## src/rtl/ecs_scheduler.sv

```systemverilog
// Row scheduler for the three JPEG component encoders: grants Y, Cb, Cr in turn per MCU,
// forwards the granted encoder's words to the bit packer and flags protocol errors.
`timescale 1ns/1ps
module ecs_scheduler #(
    parameter int GAP_CYCLES = 8,
    parameter int TIMEOUT    = 1023
) (
    input  logic        clk,
    input  logic        rst,
    input  logic        row_start,
    input  logic [7:0]  h_mcu,
    output logic [2:0]  ce_req,
    output logic [7:0]  ce_x_mcu,
    input  logic [17:0] ce_len,
    input  logic [95:0] ce_data,
    input  logic [2:0]  ce_last,
    output logic [5:0]  out_len,
    output logic [31:0] out_data,
    output logic        busy,
    output logic        row_done,
    input  logic        err_clr,
    output logic [2:0]  err
);

    localparam int CNT_MAX = (TIMEOUT > GAP_CYCLES) ? TIMEOUT : GAP_CYCLES;
    localparam int CNT_W   = (CNT_MAX < 2) ? 1 : $clog2(CNT_MAX + 1);
    localparam logic [CNT_W-1:0] TMO_LAST = CNT_W'(TIMEOUT - 1);
    localparam logic [CNT_W-1:0] GAP_LAST = CNT_W'(GAP_CYCLES - 1);

    typedef enum logic [2:0] {IDLE, REQ_Y, REQ_CB, REQ_CR, GAP, DONE} state_t;

    // With no gap configured the row ends straight into DONE.
    localparam state_t ROW_END = (GAP_CYCLES == 0) ? DONE : GAP;

    state_t            state_q, state_d;
    logic [7:0]        x_q, x_d;
    logic [7:0]        h_q, h_d;
    logic [CNT_W-1:0]  cnt_q, cnt_d;
    logic [2:0]        ce_req_q;
    logic              busy_q;
    logic              row_done_q;
    logic [5:0]        out_len_q;
    logic [31:0]       out_data_q;
    logic [2:0]        err_q;

    logic [2:0]        has_word;
    logic              granted_last;
    logic              in_req;
    logic              coll_evt, ovr_evt, tmo_evt;
    logic [5:0]        sel_len;
    logic [31:0]       sel_data;

    function automatic logic [2:0] req_onehot(input state_t s);
        case (s)
            REQ_Y:   return 3'b001;
            REQ_CB:  return 3'b010;
            REQ_CR:  return 3'b100;
            default: return 3'b000;
        endcase
    endfunction

    assign has_word     = {|ce_len[17:12], |ce_len[11:6], |ce_len[5:0]};
    assign granted_last = |(ce_last & ce_req_q);
    assign in_req       = (state_q == REQ_Y) || (state_q == REQ_CB) || (state_q == REQ_CR);
    assign coll_evt     = |((has_word | ce_last) & ~ce_req_q);
    assign ovr_evt      = row_start && (state_q != IDLE);
    assign tmo_evt      = in_req && !granted_last && (cnt_q == TMO_LAST);

    // Only the granted encoder's non-empty word reaches the packer.
    always_comb begin
        sel_len  = '0;
        sel_data = '0;
        if (ce_req_q[0] && has_word[0]) begin
            sel_len  = ce_len[5:0];
            sel_data = ce_data[31:0];
        end else if (ce_req_q[1] && has_word[1]) begin
            sel_len  = ce_len[11:6];
            sel_data = ce_data[63:32];
        end else if (ce_req_q[2] && has_word[2]) begin
            sel_len  = ce_len[17:12];
            sel_data = ce_data[95:64];
        end
    end

    always_comb begin
        state_d = state_q;
        x_d     = x_q;
        h_d     = h_q;
        cnt_d   = cnt_q + 1'b1;
        case (state_q)
            IDLE: begin
                cnt_d = '0;
                if (row_start) begin
                    h_d     = h_mcu;
                    x_d     = '0;
                    state_d = (h_mcu == 8'd0) ? DONE : REQ_Y;
                end
            end
            REQ_Y, REQ_CB: begin
                if (granted_last) begin
                    state_d = (state_q == REQ_Y) ? REQ_CB : REQ_CR;
                    cnt_d   = '0;
                end else if (tmo_evt) begin
                    state_d = ROW_END;
                    cnt_d   = '0;
                end
            end
            REQ_CR: begin
                if (granted_last) begin
                    cnt_d = '0;
                    if (x_q == h_q - 8'd1) begin
                        state_d = ROW_END;
                    end else begin
                        x_d     = x_q + 8'd1;
                        state_d = REQ_Y;
                    end
                end else if (tmo_evt) begin
                    state_d = ROW_END;
                    cnt_d   = '0;
                end
            end
            GAP: begin
                if (cnt_q == GAP_LAST) begin
                    state_d = DONE;
                    cnt_d   = '0;
                end
            end
            DONE: begin
                state_d = IDLE;
                cnt_d   = '0;
            end
            default: begin
                state_d = IDLE;
                cnt_d   = '0;
            end
        endcase
    end

    // Outputs are registered from the next state so they line up with state_q.
    always_ff @(posedge clk or negedge rst) begin
        if (!rst) begin
            state_q    <= IDLE;
            x_q        <= '0;
            h_q        <= '0;
            cnt_q      <= '0;
            ce_req_q   <= '0;
            busy_q     <= 1'b0;
            row_done_q <= 1'b0;
            out_len_q  <= '0;
            out_data_q <= '0;
            err_q      <= '0;
        end else begin
            state_q    <= state_d;
            x_q        <= x_d;
            h_q        <= h_d;
            cnt_q      <= cnt_d;
            ce_req_q   <= req_onehot(state_d);
            busy_q     <= (state_d != IDLE);
            row_done_q <= (state_d == DONE);
            out_len_q  <= sel_len;
            out_data_q <= sel_data;
            err_q      <= (err_q & ~{3{err_clr}}) | {tmo_evt, ovr_evt, coll_evt};
        end
    end

    assign ce_req   = ce_req_q;
    assign ce_x_mcu = x_q;
    assign out_len  = out_len_q;
    assign out_data = out_data_q;
    assign busy     = busy_q;
    assign row_done = row_done_q;
    assign err      = err_q;

endmodule

```

## config.mk

```make
export PLATFORM = sky130hd
export DESIGN_NAME = ecs_scheduler
export DESIGN_NICKNAME = d
export VERILOG_FILES = /design/src/rtl/ecs_scheduler.sv
export SDC_FILE = /design/constraint.sdc
export NUM_CORES = 1
export LEC_CHECK = 0
export ABC_AREA = 1
export CAP_MARGIN = 20
export CELL_PAD_IN_SITES_DETAIL_PLACEMENT = 2
export CELL_PAD_IN_SITES_GLOBAL_PLACEMENT = 2
export CORE_MARGIN = 2
export CORE_UTILIZATION = 24
export CTS_CLUSTER_SIZE = 8
export DETAILED_ROUTE_END_ITERATION = 6
export GPL_ROUTABILITY_DRIVEN = 0
export HOLD_SLACK_MARGIN = 0.08
export PLACE_DENSITY_LB_ADDON = 0.1
export SYNTH_ARGS = -nofsm -noshare
export SYNTH_HDL_FRONTEND = slang
export SYNTH_SLANG_ARGS = --single-unit
```

## constraint.sdc

```tcl
create_clock -name clk -period 5.3 [get_ports clk]
set_input_delay 1.06 -clock clk [delete_from_list [all_inputs] [get_ports clk]]
set_output_delay 1.06 -clock clk [all_outputs]
set_load 0.005 [all_outputs]
```

# --- After elaboration in Yosys (flattened, before gate mapping) ---
# Cells that the tools add are included.
totals:
  latchBits: 0
  word_cells: 81
  ram_bits: 0
  ff_bits: 75
  output_inout_bits: 54
  inputBits: 129
  romBits: 0
  n_memories: 0
classes:
  muxes: 24
  n_shift: 0
  div: 0
  addsub: 3
  bitwise_logic: 7
  n_eq_ne: 14
  magnitude_cmp: 0
  mul: 0
  reduce_logical: 23
op_table:
  columns: ["operator", "n"]
  rows:
  - ["$mux W32", 3]
  - ["$mux W10", 3]
  - ["$mux W8", 3]
  - ["$mux W3", 7]
  - ["$pmux W10 S2", 1]
  - ["$mux W6", 3]
  - ["$reduce_or A6 Y1", 3]
  - ["$pmux W8 S2", 1]
  - ["$eq A3 B2 Y1 const B", 4]
  - ["$pmux W3 S4", 1]
  - ["$add A10 B1 Y10 const B", 1]
  - ["$eq A10 B10 Y1 const B", 1]
  - ["$eq A10 B3 Y1 const B", 1]
  - ["$and A3 B3 Y3", 3]
  - ["$pmux W3 S3", 1]
  - ["$reduce_or A3 Y1", 3]
  - ["$add A8 B1 Y8 const B", 1]
  - ["$eq A8 B8 Y1", 1]
  - ["$logic_not A8 Y1", 1]
  - ["$sub A8 B1 Y8 const B", 1]
  - ["$eq A3 B1 Y1 const B", 2]
  - ["$eq A3 B3 Y1 const B", 2]
  - ["$logic_and A1 B1 Y1", 6]
  - ["$ne A2 B2 Y1 const B", 3]
  - ["other kinds (11)", 15]

# --- Longest topological paths before layout ---
# Gate-level depths: netlist of run 1.
logic_depth:
  depth_word: 10
  mapped_depth: 16
  mapped_depth_nobuf: 16

# --- Worst setup path after synthesis of run 1 ---
# Ideal clock, no wire load.
synth_path:
  kind: "in2reg"
  startpoint: "input port ce_len[6]"
  endpoint: "register out_len_q[0] (netlist: out_len[0])"
  setup_slack_ns: 3.083
  path_buffers: 2
  required_ns: 5.168
  stages: 8
  arrival_ns: 2.084
  cell_sequence: "nor4_1 -> nand3_1 -> nand2_1 -> inv_1 -> buf_2 -> buf_2 -> a31oi_1 -> o22ai_1"
synth_between:
  elab_chain_cells: 4
synth_lines:
  columns: ["item", "line", "source"]
  rows:
  - ["start: declaration", "14", "input logic [17:0] ce_len,"]
  - ["$reduce_or A6 Y1", "62", "assign has_word = {|ce_len[17:12], |ce_len[11:6], |ce_len[5:0]};"]
  - ["$logic_and A1 B1 Y1", "76", "end else if (ce_req_q[1] && has_word[1]) begin"]
  - ["$mux W6 *", "76", null]
  - ["$mux W6 *", "73", "if (ce_req_q[0] && has_word[0]) begin"]
  - ["net sel_len[0]", "50", "logic [5:0] sel_len;"]
  - ["end signal: assignment", "160", "out_len_q <= sel_len;"]
  - ["end: declaration", "42", "logic [5:0] out_len_q;"]
# Mark *: on every way through the listed nets, which the timed path passes. The rest lies on a longest branch.
# A chain may end at the register's enable or synchronous reset.

# --- Worst setup path in the final report of run 1 ---
layout_path:
  startpoint: "input port ce_len[7]"
  endpoint: "register out_data_q[1] (netlist: out_data[1])"
layout_between:
  elab_chain_cells: 4
layout_lines:
  columns: ["item", "line", "source"]
  rows:
  - ["$reduce_or A6 Y1", "62", null]
  - ["$logic_and A1 B1 Y1", "76", null]
  - ["$mux W32", "76", null]
  - ["$mux W32", "73", null]
  - ["net sel_data[1]", "51", "logic [31:0] sel_data;"]
  - ["end signal: assignment", "161", "out_data_q <= sel_data;"]
  - ["end: declaration", "43", "logic [31:0] out_data_q;"]
# The timed path passes the listed nets, and every way through them passes these cells.

==> out/qor.csv, run 1 <==
metric,value,unit
most_used_cells_in_the_layout_excluding_fill_and_tap_cells,"sky130_fd_sc_hd__clkdlybuf4s50_1, sky130_fd_sc_hd__nand2_1, sky130_fd_sc_hd__dfrtp_1, sky130_fd_sc_hd__nor2_1, sky130_fd_sc_hd__nand4_1",
synth_seq_cells,75,
timing.critical_path.fanout_max,39,
layout_min_cycle_time,3.05,ns
routed_via_density,4.78,
totalWireLength,16600,µm
gr_util_all_layers,19.4,%
grt_pass1_wl,27100,µm
main_combinational_cell_family_by_area_after_synthesis,simple AND/OR/NAND/NOR gates,
yosys.area_share.simple,30.5,%
io_pins,183,
r2r-start,ce_req[2],
fin_skew,0.00602,ns
final_core_util,38.7,%
nFillCells,1873,
combinational_cell_fraction_of_total_power,45.9,%
max_cap_violations,0,
postSynthNetCount,644,
total_die_area,17800,µm²
synth_area_per_cell,7.85,µm²
preCtsSetupSlack,1.89,ns
synth.lib_cells_used.distinct,37,
vdd_drop_max,0.157,mV
antenna_found_initial,0,
route.vias.total,4338,
worst_hold_path.num_cells,2,
holdCritPathClass,reg -> reg,
stdcell_area,6370,µm²
nets,816,
clock_sinks,75,
fmax,327,MHz
dr.first_iter.drc_count,161,
postCtsSetupRepairBufs,0,
tns,0,ns
ys_warn_count,0,
p_sw,1.13,mW
outcome,"finished, final reports clean",
drc_errors,0,
maxSlewViolCount,0,
clkPwrFrac,23.4,%
area_fraction_in_compound_gates_after_synthesis,11.3,%
placement.cell_area,6010,µm²
cp_peak_stage_delay,0.43,ns
num_rows,47,
residual_antenna_violating_net_count_after_detailed_routing,0,
timing_worst_setup_path_type,in -> reg,
place_hpwl,12400,µm
leakage,2.69,nW
clock_latency,0.35,ns
met2_track_usage_gr,33.3,%
drt-wirelength-per-cell,18.3,µm
synthXorXnorAreaFrac,2.18,%
post_synth_inst_count,511,
numPlacedInstances,891,
timing.reg2reg.worst_path_depth,9,
cts_buffers,9,
grt_util_met3,7.34,%
chipHeight,133,µm
ctsRootBufferMaster,sky130_fd_sc_hd__clkbuf_16,
worst_slew_margin_rel,36.4,%
power_report.internal_total,1.82,mW
setup_slack,2.25,ns
timing.hold.worst.start,err[1],
pwr_density_cell,463,nW/µm²
swShare,38.3,%
endpoint_of_the_lowest_slack_register_to_register_path,busy,
min_to,err[1],
synth_area,4010,µm²
area_delta_synth_final,58.6,%
cp.arrival,3.23,ns
timing.critical_path.cells,"clkdlybuf4s50_1, nor4_1, nand3_1, nand2_1, buf_4, inv_1, buf_4, nand2_1, a31oi_1",
die_width,133,µm
number_of_global_route_vias_before_repair,5007,
total_power,2.95,mW
pwr-share-seq,30.7,%
unrepaired_setup_endpoints_after_global_routing,false,
antenna-diode-count,0,
layout-drive-gt1-share,7.41,%
cp_slowest_cell,sky130_fd_sc_hd__clkdlybuf4s50_1,
post_synth_fa_ha_maj_area_fraction,1.25,%
finalNonFillerCells,908,
ff2ff_setup_slack,3.10,ns
grt_busiest_layer,met2,
initial_core_util,24.4,%
pin_count_of_the_biggest_net_entering_global_routing,76,
port_buffers,182,
core_area,16500,µm²
timing.final.crit_share,57.6,%
cts_buffer_depth,2,
grt_overflow_total,0,
hold_slack,0.490,ns
first_pass_iters,4,
worst_path_clk_slew,0.06,ns
cts_hold_buf,0,
clock_tree.htree_level_count,3,
ys_seq_area_share,46.8,%
timing.final.setup_violations,0,
worst_slew_pin_slew,0.951,ns
crit_path_end_kind,flop,
globalRouteMet1Util,23.1,%
layout.cells.most_common,sky130_fd_sc_hd__clkdlybuf4s50_1,
worst_ep_required_time,5.48,ns
cts_tree,done,
cts-resized-gates,0,
report.final.hold_viol_count,0,
post_synth_mux_area_share,0.281,%
critical_path.startpoint_type,primary input,
[power groups by stage]
stage / logic (mW) / registers [mW] / clock network, mW
after floorplan: 0.656 / 0.913 / 0
after global placement: 1.31 / 0.913 / 0
after detailed placement: 1.36 / 0.919 / 0
after CTS: 1.38 / 0.911 / 0.706
after global routing: 1.52 / 0.934 / 0.740
final: 1.35 / 0.906 / 0.690
[worst max path at each step]
stage / endpoint / startpoint / slack (ns) / depth (start not counted)
global placement: out_data[13] / ce_len[2] / 1.95 / 7
floorplan: out_len[0] / ce_len[6] / 3.08 / 8
detailed placement: out_data[11] / ce_len[2] / 1.89 / 7
CTS: out_data[1] / ce_len[6] / 2.23 / 9
finish: out_data[1] / ce_len[7] / 2.25 / 9
global route: out_data[17] / ce_len[2] / 1.97 / 7
[cell usage after synthesis, drive strengths merged]
master | instances | share of area (%)
ha | 4 | 1.2
nor4 | 6 | 0.94
a21oi | 12 | 1.6
clkbuf | 15 | 1.4
o21ai | 23 | 3.1
a22o | 1 | 0.22
inv | 46 | 4.3
o22ai | 2 | 0.31
dfrtp | 75 | 47
mux2 | 1 | 0.28
or2 | 3 | 0.47
nor3 | 4 | 0.50
nor2 | 71 | 6.8
nand3 | 22 | 3.0
xor2 | 5 | 1.1
xnor2 | 5 | 1.1
nand4 | 39 | 6.1
nor3b | 1 | 0.19
o31ai | 1 | 0.19
o21a | 1 | 0.19
o221ai | 1 | 0.22
a31oi | 35 | 5.5
buf | 12 | 2.0
nand2 | 123 | 12
nand3b | 3 | 0.56
[cell type report]
type                    instances  area, µm²  area share [%]
repair buffers                188       1880            29.6
flip-flops and latches         75       1880            29.5
multi-input cells             363       1830            28.8
well taps                     220        275            4.32
clock buffers                   9        225            3.54
inverters                      46        173            2.71
clock inverters                 7        100            1.57
[cell families (layout without fill, tap and decap cells)]
| family | count (synthesis) | count (layout) |
|---|---|---|
| flops | 75 | 75 |
| simple gates | 272 | 272 |
| compound gates | 76 | 76 |
| fa+ha+maj | 4 | 4 |
| mux | 1 | 1 |
| xor+xnor | 10 | 10 |
| buf+inv | 73 | 250 |
[metal layers]
| layer | routed length, µm | vias to the layer above |
|---|---|---|
| met4 | 155 | 0 |
| met2 | 8240 | 110 |
| met1 | 6890 | 2163 |
| met5 | 0 | - |
| li1 | - | 2054 |
| met3 | 1360 | 11 |
[worst max-delay path, delay by kind of cell]
kind,cells,cell delay (ns)
buffers and inverters,4,1.38
AO/OA/AOI/OAI,1,0.11
AND/OR/NAND/NOR,4,0.67
[state kept, by name, summed over array words and instances (netlist names)]
register,cells
err,3
ce_x_mcu,8
h_q,8
ce_req,3
cnt_q,10
out_len,6
row_done,1
out_data,32
state_q,3
busy,1
No activity file was read; power rests on OpenSTA's default activity.
==> inputs of run 2 (changes only) <==
--- a/config.mk
+++ b/config.mk
@@ -10,7 +10,7 @@
 export CELL_PAD_IN_SITES_DETAIL_PLACEMENT = 2
 export CELL_PAD_IN_SITES_GLOBAL_PLACEMENT = 2
 export CORE_MARGIN = 2
-export CORE_UTILIZATION = 24
+export CORE_UTILIZATION = 20
 export CTS_CLUSTER_SIZE = 8
 export DETAILED_ROUTE_END_ITERATION = 6
 export GPL_ROUTABILITY_DRIVEN = 0
==> constraint.sdc (replaced) <==
create_clock -name clk -period 2.8 [get_ports clk]
set_input_delay 0.56 -clock clk [delete_from_list [all_inputs] [get_ports clk]]
set_output_delay 0.56 -clock clk [all_outputs]
set_load 0.005 [all_outputs]
==> out/qor.csv, run 2 (synthesis gave the netlist of run 1 again) <==
metric,value,unit,change
outcome,"finished, final reports clean",,
clock_sinks,75,,unchanged
worst_slew_pin_slew,0.667,ns,-0.284 ns
number_of_global_route_vias_before_repair,5003,,-0.080%
finalNonFillerCells,958,,+5.5%
cp_slowest_cell,sky130_fd_sc_hd__clkdlybuf4s50_1,,
cp.arrival,1.78,ns,-1.45 ns
worst_path_dominant_cell_family,buffers and inverters,,
first_pass_iters,4,,unchanged
grt_pass1_wl,27800,µm,+2.6%
route.met3.wl,1700,µm,+25%
area_delta_synth_final,61.3,%,
totalWireLength,17100,µm,+2.8%
maxSlewViolCount,0,,unchanged
worst_slew_margin_rel,55.5,%,+19 points
most_used_cells_in_the_layout_excluding_fill_and_tap_cells,"sky130_fd_sc_hd__clkdlybuf4s50_1, sky130_fd_sc_hd__nand2_1, sky130_fd_sc_hd__dfrtp_1, sky130_fd_sc_hd__nor2_1, sky130_fd_sc_hd__nand4_1",,
fmax,426,MHz,
route.vias.total,4303,,-0.81%
pin_count_of_the_biggest_net_entering_global_routing,47,,-38%
fin_skew,0.00876,ns,+0.00274 ns
route.met2.wl,8370,µm,+1.6%
ctsRootBufferMaster,sky130_fd_sc_hd__clkbuf_16,,
io_pins,183,,unchanged
detail_route.wirelength.met1,6890,µm,about the same
place_hpwl,13400,µm,+8.1%
tns,0,ns,unchanged
worst_path_clk_slew,0.06,ns,about the same
layout.cells.most_common,sky130_fd_sc_hd__clkdlybuf4s50_1,,
postCtsSetupRepairBufs,0,,unchanged
endpoint_of_the_lowest_slack_register_to_register_path,ce_x_mcu[1],,
report.final.hold_viol_count,0,,unchanged
initial_core_util,20.5,%,-3.9 points
unrepaired_setup_endpoints_after_global_routing,false,,
core_area,19600,µm²,+19%
chipHeight,146,µm,+9.3%
cp_peak_stage_delay,0.60,ns,+0.17 ns
nets,820,,+0.49%
die_width,146,µm,+9.3%
nFillCells,2235,,+19%
drc_errors,0,,unchanged
setup_slack,0.455,ns,-1.79 ns
largest_reg_flops,32,,unchanged
crit_path_end_kind,output pin,,
clock_latency,0.34,ns,about the same
num_rows,51,,+8.5%
critical_path.startpoint_type,flop,,
grt_overflow_total,0,,unchanged
timing.reg2reg.worst_path_depth,14,,+5
cts_buffers,9,,unchanged
cts_buffer_depth,2,,unchanged
drt-wirelength-per-cell,17.9,µm,-2.5%
port_buffers,182,,unchanged
ff2ff_setup_slack,0.76,ns,-2.34 ns
cts_tree,done,,
path_buf_inv,2,,-2
routed_via_density,4.49,,-6.0%
timing.final.crit_share,83.7,%,
leakage,2.73,nW,+1.4%
placement.cell_area,6140,µm²,+2.2%
stdcell_area,6470,µm²,+1.7%
timing.final.setup_violations,0,,unchanged
r2r-start,h_q[0],,
total_die_area,21200,µm²,+19%
cts_hold_buf,0,,unchanged
timing_worst_setup_path_type,reg -> out,,
holdCritPathClass,in -> async,,
antenna_found_initial,2,,+2
cts-resized-gates,0,,unchanged
vdd_drop_max,0.330,mV,+110%
layout_min_cycle_time,2.34,ns,
worst_ep_required_time,2.24,ns,-3.24 ns
timing.critical_path.cells,"buf_4, clkdlybuf4s50_1",,
preCtsSetupSlack,0.295,ns,-1.60 ns
gr_util_all_layers,16.7,%,-2.7 points
layout-drive-gt1-share,7.95,%,+0.54 points
numPlacedInstances,941,,+5.6%
timing.critical_path.fanout_max,40,,+2.6%
max_cap_violations,0,,unchanged
dr.max_layer_used,met5,,
clock_tree.htree_level_count,3,,unchanged
dr.first_iter.drc_count,98,,-39%
pwr_density_cell,864,nW/µm²,+86%
residual_antenna_violating_net_count_after_detailed_routing,0,,unchanged
-- run 2: cell count changes in the layout (fill, tap and decap cells not counted) --
cell	change
sky130_fd_sc_hd__diode_2	+1
sky130_fd_sc_hd__clkinv_2	+2
sky130_fd_sc_hd__buf_12	+3
sky130_fd_sc_hd__clkbuf_8	+1
sky130_fd_sc_hd__clkinvlp_4	-3
sky130_fd_sc_hd__buf_16	-1
sky130_fd_sc_hd__buf_4	+2
-- run 2: worst max-delay path by stage --
stage	startpoint	depth (start not counted)	endpoint	slack (ns)
2_1_floorplan	ce_len[6]	8	out_len[0]	1.08
3_3_place_gp	ce_len[2]	8	out_data[29]	0.33
3_5_place_dp	ce_len[10]	8	out_data[9]	0.29
4_1_cts	ce_req[2]	2	ce_req[2]	0.44
5_1_grt	ce_req[2]	2	ce_req[2]	0.35
6_report	ce_req[2]	2	ce_req[2]	0.46
-- run 2: metal layers --
layer	vias up	track usage, %
li1	2073	-
met1	2102	18.6
met2	116	28.9
met3	10	7.93
met4	2	3.68
met5	-	0
-- run 2: layout make-up --
cell class                 instances  area, µm²  share of cell area, %
timing repair buffer             192       1930                   29.8
clock inverter                     6       87.6                   1.35
sequential                        75       1880                   29.0
tap                              265        332                   5.12
clock buffer                      10        239                   3.69
inverter                          46        173                   2.67
antenna                            1       2.50                 0.0387
multi-input combinational        363       1830                   28.3
-- run 2: report_power, final --
group          internal, mW  leakage [nW]  total [mW]  switching, mW
Combinational          1.21          1.60        2.58           1.37
Clock                 0.807         0.163        1.28          0.478
Sequential             1.49         0.963        1.73          0.237
Total                  3.51          2.73        5.59           2.09
-- run 2: per-stage QoR --
step	power (mW)	hold slack [ns]	utilization (%)
after floorplan	2.97	0.264	-
after global placement	4.32	0.507	31.4
after detailed placement	4.39	0.517	31.4
after CTS	5.74	0.195	33.0
after global routing	6.08	0.213	33.0
final	5.59	0.184	33.0
==> inputs of run 3 (changes only) <==
==> constraint.sdc (replaced) <==
create_clock -name clk -period 2.1 [get_ports clk]
set_input_delay 0.42 -clock clk [delete_from_list [all_inputs] [get_ports clk]]
set_output_delay 0.42 -clock clk [all_outputs]
set_load 0.005 [all_outputs]
==> out/qor.csv, run 3 (synthesis gave the netlist of run 1 again) <==
metric,value,unit,change
port_buffers,182,,unchanged
place_hpwl,13800,µm,+3.2%
unrepaired_setup_endpoints_after_global_routing,false,,
timing.final.setup_violations,0,,unchanged
clock_latency,0.34,ns,about the same
timing_worst_setup_path_type,reg -> reg,,
antenna_found_initial,2,,unchanged
cp_peak_stage_delay,0.35,ns,-0.25 ns
stdcell_area,6570,µm²,+1.4%
residual_antenna_violating_net_count_after_detailed_routing,0,,unchanged
vdd_drop_max,0.355,mV,+7.4%
pin_count_of_the_biggest_net_entering_global_routing,49,,+4.3%
clock_sinks,75,,unchanged
cts_buffer_depth,2,,unchanged
fin_skew,0.0123,ns,+0.00352 ns
drc_errors,0,,unchanged
crit_path_end_kind,flop,,
largest_reg_flops,32,,unchanged
drt-wirelength-per-cell,18.0,µm,+0.77%
worst_path_clk_slew,0.07,ns,about the same
report.final.hold_viol_count,0,,unchanged
leakage,2.78,nW,+2.0%
most_used_cells_in_the_layout_excluding_fill_and_tap_cells,"sky130_fd_sc_hd__clkdlybuf4s50_1, sky130_fd_sc_hd__nand2_1, sky130_fd_sc_hd__dfrtp_1, sky130_fd_sc_hd__nor2_1, sky130_fd_sc_hd__nand4_1",,
io_pins,183,,unchanged
totalWireLength,17500,µm,+2.2%
cp_slowest_cell,sky130_fd_sc_hd__dfrtp_1,,
outcome,"finished, final reports clean",,
total_die_area,21200,µm²,unchanged
fmax,523,MHz,
timing.critical_path.cells,"inv_1, ha_2, inv_1, nand2_1, nand2_1, nor2_1, nand3_1, a21oi_2, nand3_2, nand2_2, nand2_2, nand2_4, nand2_1, o21ai_1",,
postCtsSetupRepairBufs,0,,unchanged
layout-drive-gt1-share,9.77,%,+1.8 points
preCtsSetupSlack,-0.0171,ns,-0.312 ns
tns,0,ns,unchanged
grt_overflow_total,0,,unchanged
routed_via_density,4.47,,-0.52%
worst_ep_required_time,2.35,ns,+0.11 ns
layout_min_cycle_time,1.91,ns,
die_width,146,µm,unchanged
core_area,19600,µm²,unchanged
maxSlewViolCount,0,,unchanged
critical_path.startpoint_type,flop,,
pwr_density_cell,1140,nW/µm²,+32%
cp.arrival,2.17,ns,+0.39 ns
ctsRootBufferMaster,sky130_fd_sc_hd__clkbuf_16,,
nFillCells,2239,,+0.18%
route.vias.total,4343,,+0.93%
initial_core_util,20.5,%,unchanged
nets,834,,+1.7%
num_rows,51,,unchanged
placement.cell_area,6250,µm²,+1.8%
timing.final.crit_share,91.0,%,
finalNonFillerCells,972,,+1.5%
cp_common_cell,sky130_fd_sc_hd__nand2_1,,
setup_slack,0.189,ns,-0.266 ns
grt_pass1_wl,27700,µm,-0.37%
holdCritPathClass,reg -> reg,,
cts_buffers,9,,unchanged
worst_slew_pin_slew,0.499,ns,-0.167 ns
first_pass_iters,4,,unchanged
area_delta_synth_final,63.6,%,
numPlacedInstances,954,,+1.4%
number_of_global_route_vias_before_repair,4994,,-0.18%
layout.cells.most_common,sky130_fd_sc_hd__clkdlybuf4s50_1,,
chipHeight,146,µm,unchanged
dr.first_iter.drc_count,173,,+77%
worst_slew_margin_rel,66.7,%,+11 points
gr_util_all_layers,16.6,%,-0.11 points
clock_tree.htree_level_count,3,,unchanged
timing.critical_path.fanout_max,16,,-60%
cts_tree,done,,
max_cap_violations,0,,unchanged
==> run 3: path summary, 6_finish.rpt <==
kind	from	endpoint	slack, ns	cells past startpoint
max	h_q[1]	ce_x_mcu[2]	0.19	14
min	err[2]	err[2]	0.50	2
max reg2reg	h_q[1]	ce_x_mcu[2]	0.19	14
min reg2reg	err[2]	err[2]	0.50	2
max in group asynchronous	rst	ce_x_mcu[3]	0.95	3
min in group asynchronous	rst	out_data[29]	0.56	2
==> run 3: routing by layer <==
metal	GRT usage, %	vias to the layer above	routed length, µm
met1	18.4	2116	7020
met4	2.94	2	118
met3	7.71	9	1680
li1	-	2100	-
met2	29.4	116	8670
met5	0	-	7
==> run 3: cell type report <==
class                           count  area (µm²)  area share [%]
Inverter                           46         173            2.63
Multi-Input combinational cell    363        1840            28.0
Antenna cell                        1        2.50          0.0381
Sequential cell                    75        1880            28.6
Clock buffer                       11         243            3.70
Timing Repair Buffer              206        2050            31.2
Clock inverter                      5        52.6           0.800
Tap cell                          265         332            5.05
==> run 3: power by group <==
part           total [mW]  switching [mW]  internal [mW]
clock network        1.58           0.637          0.948
registers            2.29           0.299           1.99
logic                3.61            1.89           1.72
==> run 3: stage by stage <==
| step | hold WS (ns) | power (mW) | util [%] |
|---|---|---|---|
| finish | 0.495 | 7.48 | 33.5 |
| global route | 0.537 | 8.10 | 33.5 |
| CTS | 0.507 | 7.64 | 33.5 |
| detailed placement | 0.389 | 5.99 | 31.9 |
| global placement | 0.383 | 5.88 | 31.9 |
| floorplan | 0.124 | 3.96 | - |
==> run 3: worst max-delay path, delay by kind of cell, from the launching register on <==
kind,cells,cell delay [ns]
adders and majority gates,1,0.33
AOI/OAI and AO/OA,2,0.21
buffers and inverters,2,0.11
and+or+nand+nor,9,0.82
DFF,1,0.35
==> run 3: repair_timing <==
action	in CTS	in global routing
hold buffers	1	0
gates resized for setup	0	2
hold endpoints to repair	25	0
endpoints found under the setup margin	0	3
